$ cat src/rtl/bist_pkg.sv
// Shared encodings for the gate BIST engine: gate op codes, FSM states, default MISR polynomial, Gray helper.
// Latency: none (declarations only).
// Backpressure: not applicable.
package bist_pkg;

  // Gate operation encoding; codes 5..7 fall back to NAND in the gate model
  localparam logic [2:0] OP_NAND = 3'd0;
  localparam logic [2:0] OP_AND  = 3'd1;
  localparam logic [2:0] OP_NOR  = 3'd2;
  localparam logic [2:0] OP_OR   = 3'd3;
  localparam logic [2:0] OP_XOR  = 3'd4;

  // Widest supported gate; the Gray helper works at this width and callers truncate
  localparam int GRAY_W = 12;

  // x^16 + x^12 + x^5 + 1
  localparam logic [15:0] DEFAULT_POLY = 16'h1021;

  typedef enum logic [1:0] {
    S_IDLE = 2'd0,
    S_RUN  = 2'd1,
    S_DONE = 2'd2
  } state_t;

  function automatic logic [GRAY_W-1:0] gray(input logic [GRAY_W-1:0] x);
    return x ^ (x >> 1);
  endfunction

endpackage

$ cat src/rtl/gut_gate.sv
// Gate-under-test: W-input NAND/AND/NOR/OR/XOR with optional single stuck-at on one input or the output.
// Latency: purely combinational.
// Backpressure: none.
module gut_gate
  import bist_pkg::*;
#(
  parameter int W = 2,
  localparam int FW = $clog2(W + 1)
) (
  input  logic [W-1:0]  in,
  input  logic [2:0]    op,
  input  logic          fault_en,
  input  logic [FW-1:0] fault_site,
  input  logic          fault_val,
  output logic          out
);

  logic [W-1:0] gin;
  logic         res;

  // Apply the input-site fault, evaluate the gate, then apply the output-site fault
  always_comb begin
    gin = in;
    for (int i = 0; i < W; i++) begin
      if (fault_en && (fault_site == FW'(i))) begin
        gin[i] = fault_val;
      end
    end
    case (op)
      OP_AND:  res = &gin;
      OP_NOR:  res = ~|gin;
      OP_OR:   res = |gin;
      OP_XOR:  res = ^gin;
      default: res = ~&gin;
    endcase
    out = (fault_en && (fault_site == FW'(W))) ? fault_val : res;
  end

endmodule

$ cat src/rtl/bist_gate_tester.sv
// BIST engine: drives 2^W binary or Gray patterns into one gate and compacts its response in a serial MISR.
// Latency: done rises N=2^W cycles after the start edge, no dead cycles between patterns.
// Backpressure: none; start is a one-cycle request honoured in IDLE or DONE and ignored while running.
module bist_gate_tester
  import bist_pkg::*;
#(
  parameter int W = 2,
  parameter int SW = 16,
  parameter logic [SW-1:0] POLY = SW'(DEFAULT_POLY),
  localparam int FW = $clog2(W + 1)
) (
  input  logic          clk,
  input  logic          rst,
  input  logic          start,
  input  logic [2:0]    gate_op,
  input  logic          pat_mode,
  input  logic          fault_en,
  input  logic [FW-1:0] fault_site,
  input  logic          fault_val,
  input  logic [SW-1:0] exp_sig,
  output logic          busy,
  output logic          done,
  output logic          pass,
  output logic [W-1:0]  pat_out,
  output logic          gut_out,
  output logic [SW-1:0] signature
);

  // One spare counter bit so the count past the last pattern never aliases pattern 0
  localparam int CW = W + 1;
  localparam logic [CW-1:0] LAST = CW'((1 << W) - 1);

  state_t        state, state_nxt;
  logic          accept;
  logic [CW-1:0] cnt;
  logic [SW-1:0] sig, sig_nxt;
  logic          fb;

  // Configuration captured at the accepted start so mid-run input changes are inert
  logic [2:0]    op_q;
  logic          mode_q;
  logic          fen_q;
  logic [FW-1:0] site_q;
  logic          fval_q;
  logic [SW-1:0] exp_q;

  // State register
  always_ff @(posedge clk) begin
    if (rst) state <= S_IDLE;
    else     state <= state_nxt;
  end

  // Next state, start acceptance and status flags
  always_comb begin
    state_nxt = state;
    accept    = 1'b0;
    busy      = 1'b0;
    done      = 1'b0;
    case (state)
      S_IDLE: begin
        if (start) begin
          accept    = 1'b1;
          state_nxt = S_RUN;
        end
      end
      S_RUN: begin
        busy = 1'b1;
        if (cnt == LAST) state_nxt = S_DONE;
      end
      S_DONE: begin
        done = 1'b1;
        if (start) begin
          accept    = 1'b1;
          state_nxt = S_RUN;
        end
      end
      default: state_nxt = S_IDLE;
    endcase
  end

  // Config latch, pattern counter and MISR; start clears, each RUN cycle absorbs one gate response
  always_ff @(posedge clk) begin
    if (rst) begin
      op_q   <= OP_NAND;
      mode_q <= 1'b0;
      fen_q  <= 1'b0;
      site_q <= '0;
      fval_q <= 1'b0;
      exp_q  <= '0;
      cnt    <= '0;
      sig    <= '0;
    end else if (accept) begin
      op_q   <= gate_op;
      mode_q <= pat_mode;
      fen_q  <= fault_en;
      site_q <= fault_site;
      fval_q <= fault_val;
      exp_q  <= exp_sig;
      cnt    <= '0;
      sig    <= '0;
    end else if (busy) begin
      cnt <= cnt + CW'(1);
      sig <= sig_nxt;
    end
  end

  assign pat_out = mode_q ? W'(gray(GRAY_W'(cnt[W-1:0]))) : cnt[W-1:0];

  gut_gate #(.W(W)) u_gut (
    .in         (pat_out),
    .op         (op_q),
    .fault_en   (fen_q),
    .fault_site (site_q),
    .fault_val  (fval_q),
    .out        (gut_out)
  );

  // Serial-input MISR step: shift left, fold in POLY when MSB xor response is set
  always_comb begin
    fb      = sig[SW-1] ^ gut_out;
    sig_nxt = {sig[SW-2:0], 1'b0} ^ (fb ? POLY : '0);
  end

  assign signature = sig;
  assign pass      = done && (sig == exp_q);

endmodule
$ cat config.mk
export PLATFORM = sky130hd
export DESIGN_NAME = bist_gate_tester
export DESIGN_NICKNAME = d
export VERILOG_FILES = /design/src/rtl/bist_pkg.sv /design/src/rtl/gut_gate.sv /design/src/rtl/bist_gate_tester.sv
export SDC_FILE = /design/constraint.sdc
export NUM_CORES = 1
export LEC_CHECK = 0
export CORE_MARGIN = 5
export CORE_UTILIZATION = 45
export CTS_BUF_LIST = sky130_fd_sc_hd__clkbuf_2
export CTS_CLUSTER_DIAMETER = 60
export DETAILED_ROUTE_END_ITERATION = 12
export GPL_TIMING_DRIVEN = 1
export PLACE_DENSITY = 0.73
export SYNTH_ARGS = -nofsm -noshare
export SYNTH_HDL_FRONTEND = slang
export SYNTH_HIERARCHICAL = 1
export SYNTH_SLANG_ARGS = --single-unit
$ cat constraint.sdc
create_clock -name clk -period 5.76 [get_ports clk]
set_clock_uncertainty 0.2 [all_clocks]
set_input_delay 1.152 -clock clk [delete_from_list [all_inputs] [get_ports clk]]
set_output_delay 1.152 -clock clk [all_outputs]
set_load 0.01 [all_outputs]
==> results by group <==
Timing
  • RSZ-0062 raised after global routing: no
  • Fin Hold WS: 0.2838 ns
  • Setup TNS: 0 ns
  • Fin crit share: 76.37%
  • Hold Vio Cnt, Final: 0
  • Max Clock Freq: 227.3 MHz
  • # setup viols final: 0
  • Worst-Margin Slew: 0.9661 ns
  • Max_slew headroom: 35.59%
  • Final slew viol count: 0
  • Tmin final: 4.399 ns

GRT
  • Gr usage total: 15.06%
  • Vias in the first global route: 1,576
  • Pin count of the biggest net entering global routing: 28
  • Initial antenna violation count: 0
  • First-pass GRT wire length: 7383 um
  • Gr ovfl total: 0

Setup path
  • Worst R2R End: signature[5]
  • RR Startpoint: cnt[1]
  • Startpoint Class: register
  • Worst setup EP type: primary output
  • CP required: 4.41 ns
  • CP Max Fanout: 4
  • Arrival time at the worst endpoint: 3.05 ns
  • Setup slack on the worst flop-to-flop path: 2.66 ns
  • R2r worst-path depth: 11
  • Critical path type: reg2out

Hold path
  • Worst Hold Path EP: exp_q[2]
  • Hold Startpoint: exp_q[2]
  • Hold Path Class: reg2reg
  • Hold depth: 2

Finish
  • # nets final: 320
  • Number of diodes: 0
  • Fill cell count: 466
  • Utilization after layout: 54.17%
  • Area growth, synth to finish: 19.20%
  • Reg area: 900.9 um^2
  • Layout Cells excl Fill: 344
  • Most common library cell in the layout ignoring fill and taps: nand2_1
  • Most frequent cells in the layout: nand2_1 (82), clkdlybuf4s50_1 (48), dfxtp_1 (45), a21oi_1 (32), xnor2_1 (20)
  • Multi-input logic area: 1010 um^2
  • Share of cells above drive strength 1: 7.931%

Route
  • DRC viols: 0
  • Post-Route WL: 4478 um
  • Avg WL per Cell: 13.02 um
  • DRT iter0 DRCs: 58
  • Number of routed nets with antenna violations: 0
  • Via-to-Cell Ratio: 4.959
  • Vias: 1,706
  • Drt first pass iters: 4

Synthesis
  • Synth area leaders: dfxtp_1 (43%), nand2_1 (15%), xnor2_1 (8.3%), a21oi_1 (7.6%), buf_4 (5.7%)
  • Mapped Cells: 261
  • Area share of the largest cell type after synthesis: 42.53%
  • FF+latch count, synth: 45
  • Synth area leader: dfxtp_1
  • Post-Syn Area: 2118 um^2
  • Synthesis Warnings: 6
  • Sequential fraction of the synthesis area: 42.53%
  • Synth cell types: 33
  • Syn_nets: 292
  • Syn_area_per_cell: 8.116 um^2

Floorplanning
  • Ports: 49
  • Die Span Y: 78.61 um
  • Row cnt: 25
  • CORE AREA: 4661 um^2
  • Initial Util: 45.45%
  • Chip Width: 78.61 um
  • DIE AREA: 6180 um^2

Clock network
  • Setup Fix Bufs, Post-CTS: 0
  • CTS Sinks: 45
  • Worst-Skew Late Latency: 0.39 ns
  • CTS clock-pin slew for the worst setup and hold paths: 0.20 ns
  • Post-CTS sizing: 0
  • H-tree lvl count: 2
  • Root buf cell: clkbuf_2
  • TritonCTS clock tree: yes
  • Clk buf depth: 2
  • Post-CTS Hold Buffers: 0
  • CTS Buf Count: 5

Power and ir drop
  • Total power: 0.5610 mW
  • Pwr dens: 222.2 nW/um^2
  • Max rail drop VDD: 0.1019 mV
  • Leak Pwr: 0.8854 nW

Place
  • # port buffers: 48
  • Detailed Place HPWL: 3302 um
  • Routability cong.: 0.7589
  • Dpl cells: 336

Run status
  • Status: complete, no violations

Run
  • Max Cap Viol: 0
## cells by family after synthesis
group           count (synthesis)  synth area share (%)
compound gates                 49                 14.47
flops                          45                 42.53
xor+xnor                       20                 8.269
mux                             3                 1.477
fa+ha+maj                       4                 2.363
simple gates                  107                 21.09
buf+inv                        33                 9.805
## cells in the mapped netlist
master / count
o22a_1: 1
dfxtp_1: 45
clkbuf_1: 3
a21oi_1: 32
buf_2: 7
nor2_1: 8
a211oi_1: 1
a21oi_2: 9
nand3b_1: 3
a22oi_1: 1
buf_4: 16
and3_1: 1
mux2i_1: 2
nor2_2: 1
a21o_2: 1
o21a_1: 1
mux2_2: 1
a31oi_1: 1
nand3_1: 1
nor3_1: 1
nor2b_1: 2
nand2b_1: 3
inv_1: 4
buf_6: 2
nor4_1: 1
inv_2: 1
nand2_1: 82
ha_1: 4
nor3b_1: 1
a211oi_2: 1
xnor2_1: 20
nand4_1: 3
o311ai_0: 1
## worst max-delay path, stage by stage, from the launching register on
cell,delay (ns)
dfxtp_1,0.38
ha_1,0.31
mux2_2,0.28
mux2i_1,0.22
ha_1,0.24
nand2_1,0.06
o21a_1,0.17
o22a_1,0.17
a31oi_1,0.24
clkdlybuf4s50_1,0.58
## how the worst max path moves through the flow
stage	startpoint	slack [ns]	end	depth (start not counted)
floorplan	cnt[1]	2.42	gut_out	8
global placement	cnt[1]	1.93	gut_out	9
detailed placement	cnt[1]	1.81	gut_out	9
CTS	cnt[1]	1.32	gut_out	9
global route	cnt[1]	1.12	gut_out	9
finish	cnt[1]	1.36	gut_out	9
## routing by layer
metal,track usage (%),wire length (um)
met1,20.54,2201
met2,23.09,2003
met3,3.211,203
met4,5.944,69
met5,0,0
## state kept, by name (all words and copies together) (netlist names)
| name | flops |
|---|---|
| site_q | 2 |
| op_q | 3 |
| mode_q | 1 |
| fval_q | 1 |
| fen_q | 1 |
| cnt | 3 |
| exp_q | 16 |
| signature | 16 |
| state | 2 |
## metrics by stage
| stage | setup slack, ns | cell area (um^2) |
|---|---|---|
| 3_3_place_gp | 1.925 | 2485 |
| 2_1_floorplan | 2.418 | 2118 |
| 6_report | 1.361 | 2525 |
| 5_1_grt | 1.120 | 2525 |
| 4_1_cts | 1.317 | 2525 |
| 3_5_place_dp | 1.810 | 2485 |
## cell type report
cell class                 count  share of cell area [%]
clock buffer                   8                   1.586
inverter                       5                  0.7433
multi-input combinational    183                   39.99
sequential                    45                   35.68
tap                           54                   2.676
timing repair buffer          49                   19.33
## power by group
part	total (mW)	leakage [nW]	switching (mW)	internal, mW
combinational	0.0967	0.485	0.0491	0.0476
sequential	0.338	0.367	0.0124	0.325
clock	0.127	0.0332	0.0907	0.0358
total	0.561	0.885	0.152	0.409
(Power assumes the default switching activity.)
